--- src/rtl/dm_port_arbiter.sv ---
// dm_port_arbiter: two-master arbiter and sequencer in front of the data memory (DM).
//
// Master 0 (CPU MEM stage) and master 1 (DMA/debug bridge) compete for DM. The winning
// command is registered at the accept edge and drives DM for exactly one execute cycle.
// During that cycle the owning master receives a single-cycle ack together with the
// read data. Misaligned word/halfword accesses are suppressed and flagged with err.
//
// Parameters
//   FIXED_PRIO   0 = round-robin between masters, 1 = master 0 always wins
//   CHECK_ALIGN  1 = suppress misaligned word/halfword accesses, 0 = forward everything
//   DMOP_LEN     width of the DM op field (matches `DMOp_len of the DM)
//
// Ports (N = 0, 1)
//   clock, reset         rising-edge clock, asynchronous active-high reset
//   mN_req               command valid, held until mN_gnt is seen high
//   mN_addr/wr/op/wd/pc  command: byte address, store flag, op, store/merge data, pc tag
//   mN_gnt               combinational grant: command accepted at this rising edge
//   mN_ack/err/rd        execute-cycle pulse, misalignment flag, load result
//   dm_A/DMWr/DMOp/WD/pc registered command towards DM
//   dm_RD                DM combinational read data
module dm_port_arbiter #(
    parameter bit          FIXED_PRIO  = 1'b0,
    parameter bit          CHECK_ALIGN = 1'b1,
    parameter int unsigned DMOP_LEN    = 3
) (
    input  logic                clock,
    input  logic                reset,

    input  logic                m0_req,
    input  logic [31:0]         m0_addr,
    input  logic                m0_wr,
    input  logic [DMOP_LEN-1:0] m0_op,
    input  logic [31:0]         m0_wd,
    input  logic [31:0]         m0_pc,
    output logic                m0_gnt,
    output logic                m0_ack,
    output logic                m0_err,
    output logic [31:0]         m0_rd,

    input  logic                m1_req,
    input  logic [31:0]         m1_addr,
    input  logic                m1_wr,
    input  logic [DMOP_LEN-1:0] m1_op,
    input  logic [31:0]         m1_wd,
    input  logic [31:0]         m1_pc,
    output logic                m1_gnt,
    output logic                m1_ack,
    output logic                m1_err,
    output logic [31:0]         m1_rd,

    output logic [31:0]         dm_A,
    output logic                dm_DMWr,
    output logic [DMOP_LEN-1:0] dm_DMOp,
    output logic [31:0]         dm_WD,
    output logic [31:0]         dm_pc,
    input  logic [31:0]         dm_RD
);

    // DM op encoding (DM_w/h/hu/b/bu/l/r, same order as the DM's definitions)
    localparam logic [DMOP_LEN-1:0] DM_W  = DMOP_LEN'(0);
    localparam logic [DMOP_LEN-1:0] DM_H  = DMOP_LEN'(1);
    localparam logic [DMOP_LEN-1:0] DM_HU = DMOP_LEN'(2);

    function automatic logic misaligned(input logic [DMOP_LEN-1:0] op, input logic [1:0] lo);
        logic bad;
        bad = 1'b0;
        if (op == DM_W) begin
            bad = (lo != 2'b00);
        end else if (op == DM_H || op == DM_HU) begin
            bad = lo[0];
        end
        return bad;
    endfunction

    // Command register and round-robin pointer
    logic                valid_q;
    logic                sel_q;
    logic [31:0]         addr_q;
    logic                wr_q;
    logic [DMOP_LEN-1:0] op_q;
    logic [31:0]         wd_q;
    logic [31:0]         pc_q;
    logic                err_q;
    logic                fav_q;

    logic                pick_m1;
    logic                accept;
    logic [31:0]         addr_d;
    logic                wr_d;
    logic [DMOP_LEN-1:0] op_d;
    logic [31:0]         wd_d;
    logic [31:0]         pc_d;
    logic                err_d;
    logic [31:0]         rd_exec;

    // Grant: a lone requester wins; under contention fav wins unless priority is fixed.
    always_comb begin
        pick_m1 = 1'b0;
        if (m1_req && !m0_req) begin
            pick_m1 = 1'b1;
        end else if (m1_req && m0_req && !FIXED_PRIO && fav_q) begin
            pick_m1 = 1'b1;
        end
        m0_gnt = !reset && m0_req && !pick_m1;
        m1_gnt = !reset && pick_m1;
        accept = m0_gnt || m1_gnt;
    end

    always_comb begin
        addr_d = m1_gnt ? m1_addr : m0_addr;
        wr_d   = m1_gnt ? m1_wr   : m0_wr;
        op_d   = m1_gnt ? m1_op   : m0_op;
        wd_d   = m1_gnt ? m1_wd   : m0_wd;
        pc_d   = m1_gnt ? m1_pc   : m0_pc;
        err_d  = CHECK_ALIGN && misaligned(op_d, addr_d[1:0]);
    end

    // Only valid tracks idle cycles; the payload holds so dm_* keep their last values.
    always_ff @(posedge clock or posedge reset) begin
        if (reset) begin
            valid_q <= 1'b0;
            sel_q   <= 1'b0;
            addr_q  <= '0;
            wr_q    <= 1'b0;
            op_q    <= '0;
            wd_q    <= '0;
            pc_q    <= '0;
            err_q   <= 1'b0;
            fav_q   <= 1'b0;
        end else begin
            valid_q <= accept;
            if (accept) begin
                sel_q  <= m1_gnt;
                addr_q <= addr_d;
                wr_q   <= wr_d;
                op_q   <= op_d;
                wd_q   <= wd_d;
                pc_q   <= pc_d;
                err_q  <= err_d;
                fav_q  <= !m1_gnt;
            end
        end
    end

    // Execute cycle. dm_DMWr is derived from valid_q so it drops as soon as reset hits.
    always_comb begin
        dm_A    = addr_q;
        dm_DMOp = op_q;
        dm_WD   = wd_q;
        dm_pc   = pc_q;
        dm_DMWr = valid_q && wr_q && !err_q;
        rd_exec = (wr_q || err_q) ? 32'h0 : dm_RD;
        m0_ack  = valid_q && !sel_q;
        m1_ack  = valid_q && sel_q;
        m0_err  = m0_ack && err_q;
        m1_err  = m1_ack && err_q;
        m0_rd   = m0_ack ? rd_exec : 32'h0;
        m1_rd   = m1_ack ? rd_exec : 32'h0;
    end

endmodule
--- config.mk ---
export PLATFORM = sky130hd
export DESIGN_NAME = dm_port_arbiter
export DESIGN_NICKNAME = d
export VERILOG_FILES = /design/src/rtl/dm_port_arbiter.sv
export SDC_FILE = /design/constraint.sdc
export NUM_CORES = 1
export LEC_CHECK = 0
export CAP_MARGIN = 25
export CORE_AREA = 3 3 158 160
export DETAILED_ROUTE_END_ITERATION = 12
export DIE_AREA = 0 0 161 163
export GPL_ROUTABILITY_DRIVEN = 0
export PLACE_DENSITY = 0.6
export SKIP_CTS_REPAIR_TIMING = 1
export SYNTH_ARGS = -nofsm -noshare
export SYNTH_HDL_FRONTEND = slang
export SYNTH_SLANG_ARGS = --single-unit
--- constraint.sdc ---
create_clock -name clock -period 8.05 [get_ports clock]
set_input_delay 2.0125 -clock clock [delete_from_list [all_inputs] [get_ports clock]]
set_output_delay 2.0125 -clock clock [all_outputs]
set_load 0.1 [all_outputs]
* Word-level counts from Yosys, hierarchy flattened
Cells that the tools add are included.
W data, S select, Z words.
** Cells by class
- Reduce and logical (&&, ||, !) cells :: 23
- Equal/unequal tests :: 2
- Mux-type cells :: 12
** Operators with widths (count)
- $mux W32 :: 6
- $logic_and A1 B1 Y1 :: 12
- $logic_not A1 Y1 :: 6
- $mux W1 :: 5
- $eq A3 B1 Y1 const B :: 1
- $eq A3 B2 Y1 const B :: 1
- $logic_not A3 Y1 :: 1
- $logic_or A1 B1 Y1 :: 3
- $mux W3 :: 1
- $reduce_bool A2 Y1 :: 1
** Word-level totals
- Logic and storage cells :: 46
- Register bits after elaboration :: 104
- Input port bits :: 236
- Output and inout bits :: 170

* Depth between registers and ports, before layout
- Depth after elaboration :: 10
- Gate-level depth with buffers :: 7
- Gate-level depth less buffers :: 5

* Worst setup path before layout
OpenSTA, ideal clock, no wires.
- Kind :: input port to output port
- Start :: input port reset
- End :: output port m1_gnt
- Setup slack :: 768 ps
- Required time :: 6037 ps
- Data arrival time :: 5269 ps
- Stages on the path :: 4
- Path through :: inv_1 nand3_2 inv_2 buf_2
** Between the ends
- Word-level cells in the longest chain between the ends :: 2
** RTL lines
- start: declaration :: RTL line 27 : input logic reset,
- $logic_not A1 Y1 (no source line)
- $logic_and A1 B1 Y1 :: RTL line 105 : m1_gnt = !reset && pick_m1;
- end: declaration :: RTL line 46 : output logic m1_gnt,
No other way between the ends.

* Worst setup path after layout
- Start :: input port dm_RD[31]
- End :: output port m1_rd[31]
** Between the ends
- Word-level cells in the longest chain between the ends :: 2
** RTL lines
- start: declaration :: RTL line 56 : input logic [31:0] dm_RD
- $mux W32 :: RTL line 152 : rd_exec = (wr_q || err_q) ? 32'h0 : dm_RD;
- $mux W32 :: RTL line 158 : m1_rd = m1_ack ? rd_exec : 32'h0;
- end: declaration :: RTL line 49 : output logic [31:0] m1_rd,
No other way between the ends.

==> results.yml <==
run_status:
  status: "finished, final reports clean"
yosys:
  ys_seq_area_frac: 0.536
  synth_top_area_frac: 0.536
  yosys_warnings: 0
  syn_area_per_cell_um2: 9.01
  synth_area_mm2: 0.00486
  yosys.area.top_type: "dfrtp_1"
  ys.flop_type: "dfrtp_1"
  async_flop_share: 1.00
  syn_inst: 539
  synth-edff-count: 0
  synth_most_common_cell: "nand2_1"
  synthesis.nets: 775
  synth_cell_types: 27
  ys_ff_latch: 104
  netlist_top_cells_count: "nand2_1, dfrtp_1, nor2_1"
  synth.area.top_cells: "dfrtp_1, nand2_1, a22oi_1"
critical_path:
  crit_chain: "clkdlybuf4s50_1 > and2_1 > clkdlybuf4s50_1"
  r2r_setup_slack_ns: 5.78
  worstSetupStartpoint: "dm_RD[31]"
  cpMaxStageDelayCell: "clkdlybuf4s50_1"
  crit_fanout: 2
  path_class: "primary input to output pin"
  endpoint: "m1_rd[31]"
  critPathCaptureType: "output pin"
  path_common_cell: "clkdlybuf4s50_1"
  worstRegToRegCells: 7
  max_stage_delay_ns: 1.22
  arrival_ns: 4.10
  r2r_start: "fav_q"
  worstPathRequired_ns: 6.04
  start_kind: "primary input"
  r2r_end: "err_q"
grt:
  grt-ovfl-total: 0
  grt_first_pass_wirelength_um: 33600
  grt_max_degree: 62
  antenna_found_initial: 1
  grt_pass1_vias: 5524
  grt_use_total: 0.166
pwr:
  power.total_w: 0.00229
  vdd_ir_drop_max_mv: 0.120
  power.density_mw_per_mm2: 238
  leakage_nw: 4.00
floorplan:
  die_area_mm2: 0.0262
  core-area_mm2: 0.0235
  fp.dieW_um: 161
  ios: 406
  chipHeight_um: 163
  start_util: 0.206
  rows: 56
place:
  hpwlAfterDp_um: 17200
  place_area_mm2: 0.00934
  io_buffers: 405
route:
  antenna_left: 0
  first_pass_iters: 4
  vias: 5327
  post_drt_wl_per_cell_um: 18.1
  vias_per_cell: 4.25
  drt_iter0_markers: 340
  drc_errors: 0
  routed_wirelength_um: 22700
sta:
  rsz0062_at_grt: "false"
  finalSetupTns_ns: 0
  tightest_slew_ns: 1.08
  drv_slew: 0
  setup_viol: 0
  fmax_mhz: 163
  clock_skew_ns: 0.0111
  fin_crit_ns: 6.12
  hold_viol: 0
  min_period_over_period: 0.760
  relSlewSlack: 0.279
clock_network:
  cts.sink_count: 104
  cts-root-buf: "clkbuf_16"
  cts_buffers: 9
  cts.clk_slew.worst_paths_ns: 0.07
  clockBufferDepth: 2
  cts_tree: "built"
  insertion_delay_ns: 0.35
  h-tree-depth: 3
finish:
  final_layout_size_suffix_gt1_frac: 0.0461
  nNetsFinal: 1165
  diodes: 0
  fin_util: 0.408
  design_area_mm2: 0.00961
  area_delta_synth_final_pct: 97.9
flow_run:
  cap_viol_max_count: 0
worst_hold_path:
  hp-class: "register to register"
  hold_depth: 2
[report_power, final]
| part | switching, W | leakage (nW) | internal (W) |
|---|---|---|---|
| Sequential | 0.0000507 | 1.22 | 0.000605 |
| Combinational | 0.000878 | 2.64 | 0.000325 |
| Clock | 0.000216 | 0.138 | 0.000214 |
[layout by cell type (no fill, tap or decap), types with 2 or more instances in the layout]
master and count:
clkinv_4 2, a22oi_1 55, buf_16 5, inv_1 4, inv_6 2, nand2b_1 2
clkbuf_16 9, and2_1 66, inv_2 3, nor2_1 86, o22ai_1 40, a31oi_1 4
dfrtp_1 104, nand2_1 121, clkdlybuf4s50_1 402, o221a_2 2, a21oi_1 2, buf_4 9
[layout make-up]
type                    instances  area [µm²]
clock buffers                   9         225
clock inverters                 6        51.3
fillers                      2384       13900
inverters                       8        32.5
multi-input cells             389        2050
flip-flops and latches        104        2600
well taps                     319         399
repair buffers                417        4250
[through the flow]
stage                     cells  hold slack (ns)  setup WS (ns)
final                      1252            0.511           1.93
after global routing       1252            0.542           1.91
after CTS                  1252            0.518           1.93
after detailed placement   1237            0.499           1.95
after global placement     1232            0.493           1.94
after floorplan             539            0.465          0.768
[routing by layer]
layer	up-vias	routed length (µm)	track usage
li1	2591	-	-
met1	2456	8860	0.195
met2	254	11400	0.291
met3	24	1980	0.0539
met4	2	432	0.0446
met5	-	13	0
[worst min path at each step]
stage          startpoint        end  slack, ns
4_1_cts         dm_pc[18]  dm_pc[18]       0.52
2_1_floorplan       sel_q      sel_q       0.46
3_3_place_gp    dm_WD[10]  dm_WD[10]       0.49
3_5_place_dp    dm_pc[18]  dm_pc[18]       0.50
5_1_grt         dm_pc[18]  dm_pc[18]       0.54
6_report        dm_pc[18]  dm_pc[18]       0.51
[registers in the layout (all words and copies together), names as in the netlist]
name	cells
valid_q	1
sel_q	1
dm_A	32
err_q	1
wr_q	1
dm_pc	32
dm_DMOp	3
dm_WD	32
fav_q	1
[critical path, delay by kind of cell]
family,cells,cell delay [ns]
AND/OR/NAND/NOR,1,0.37
buffers and inverters,2,1.71
[logic make-up (layout without fill, tap and decap cells)]
group / Yosys count / in the layout / share of synthesized area
flip-flops: 104 / 104 / 0.536
buffers and inverters: 46 / 440 / 0.0430
AND/OR/NAND/NOR: 281 / 281 / 0.261
AO/OA/AOI/OAI: 106 / 106 / 0.155
multiplexers: 2 / 2 / 0.00541
(Power assumes the default switching activity.)
==> RTL change (config.mk and constraints unchanged) <==
Change the parameter `CHECK_ALIGN` from 1'b1 to 1'b0.
--- a/src/rtl/dm_port_arbiter.sv
+++ b/src/rtl/dm_port_arbiter.sv
@@ -20,7 +20,7 @@
 //   dm_RD                DM combinational read data
 module dm_port_arbiter #(
     parameter bit          FIXED_PRIO  = 1'b0,
-    parameter bit          CHECK_ALIGN = 1'b1,
+    parameter bit          CHECK_ALIGN = 1'b0,
     parameter int unsigned DMOP_LEN    = 3
 ) (
     input  logic                clock,
Check against the original RTL: not equivalent (Yosys sat finds a counterexample within 4 cycles, from zero or initial values and one cycle with reset high).
==> RTL change against the original RTL <==
Worst setup slack got worse by 120 ps; core utilization up 3.1 points; global-route usage rose by 1.6 points; via count increased by 15%; fmax decreased by 2.0%; clock skew shrank 1.9 ps; power up 9.7%; area after synthesis up 19%; synthesized cell count up 9.5%; routed wire length up 11%; final area is 7.6% higher; final cell count is 1.7% higher; sequential cell count shrank 1; critical endpoint is now m0_gnt; largest power group unchanged.
==> RTL change: results (changes against the original RTL) <==
Status
  • Status: complete, no violations

Placed design
  • DP HPWL: 18.0 mm (+4.5%)
  • I/O Buffers: 403 (-0.49%)
  • Dpl ws: 1770 ps (-176 ps)

Layout
  • # fillers: 2317 (-2.8%)
  • Layout cell share with drive strength beyond 1: 10.9% (+6.3 points)

Drt
  • Wire length on met3: 1.90 mm (-3.8%)
  • WL/cell: 19.8 µm (+9.2%)
  • 1st-pass router iterations: 4 (unchanged)
  • DR iter-0 viols: 295 (-13%)
  • WL met2: 12.9 mm (+13%)
  • Via density per instance: 4.79 (+13%)
  • Max Used Layer: met4

Synth
  • Main area contributors after synthesis: dfrtp_1, mux2_2, o2111ai_1
  • Top cells by count, synth: dfrtp_1, mux2_2, nor2_1
  • Netlist cell types: 21 (-22%)
  • Sequential fraction of the synthesis area: 44.5% (-9.1 points)

GRT
  • Initial antenna violation count: 0 (-1)
  • Vias in the first global route: 6200 (+12%)
  • GR Util met2: 32.2% (+3.0 points)
  • Met3 global-route usage: 4.68% (-0.71 points)
  • First-pass GRT wire length: 37.7 mm (+12%)
  • All-Layer GR Usage: 18.2% (+1.6 points)

Power and ir drop
  • Peak VDD IR: 117 µV (-2.3%)

STA
  • Worst rel slew slack: 28.3% (+0.45 points)
  • Clock Skew: 9.25 ps (-1.88 ps)

Min path
  • Worst hold stages: 1 (-1)
  • Hold Path Sink: sel_q
  • Worst hold path startpoint: sel_q

Clocking
  • Root buf cell: clkbuf_16

Worst setup path
  • Slowest cell delay on critical path: 1160 ps (-60 ps)
  • FF-to-FF path depth: 4 (-3)
  • Arr. time, crit path: 4230 ps (+130 ps)
  • Critical R2R Capture: dm_DMOp[2]
  • Crit path max fanout: 22 (+20)
  • Setup slack, reg-to-reg: 5720 ps (-60 ps)
-- RTL change: how the worst max path moves through the flow --
| stage | to | slack (ps) | start | depth (start not counted) |
|---|---|---|---|---|
| 6_report | m0_gnt | 1810 | reset | 4 |
| 2_1_floorplan | dm_A[0] | 1770 | reset | 2 |
| 3_5_place_dp | m0_gnt | 1770 | reset | 4 |
| 3_3_place_gp | m0_gnt | 1820 | reset | 4 |
| 4_1_cts | m0_gnt | 1770 | reset | 4 |
| 5_1_grt | m0_gnt | 1680 | reset | 4 |
-- RTL change: power by group --
group / total [mW] / switching [mW] / leakage, nW / internal (mW)
logic: 1.39 / 1.01 / 2.51 / 0.385
clock network: 0.456 / 0.213 / 0.143 / 0.243
registers: 0.661 / 0.0564 / 1.24 / 0.605
total: 2.51 / 1.28 / 3.89 / 1.23
-- RTL change: cells by family (layout without fill, tap and decap cells) --
logic type | count (synthesis) | in the layout | share of synthesized area [%]
muxes | 94 | 94 | 18.3
buffers and inverters | 72 | 435 | 5.55
other | 1 | 2 | 0.0647
AOI/OAI and AO/OA | 109 | 109 | 15.3
and+or+nand+nor | 211 | 211 | 16.4
DFF | 103 | 103 | 44.5
-- RTL change: through the flow --
| step | util [%] | instances | total power, mW | hold slack (ps) |
|---|---|---|---|---|
| after CTS | 43.9 | 1273 | 2.54 | 500 |
| after floorplan | - | 591 | 1.66 | 463 |
| after global routing | 43.9 | 1273 | 2.61 | 536 |
| after detailed placement | 42.7 | 1258 | 2.07 | 482 |
| final | 43.9 | 1273 | 2.51 | 496 |
| after global placement | 42.7 | 1258 | 2.07 | 479 |
-- RTL change: layout make-up --
class	count	area share [%]
clock buffers	9	2.18
clock inverters	6	0.665
inverters	4	0.194
multi-input cells	416	28.3
flip-flops and latches	103	24.9
well taps	319	3.86
repair buffers	416	39.9
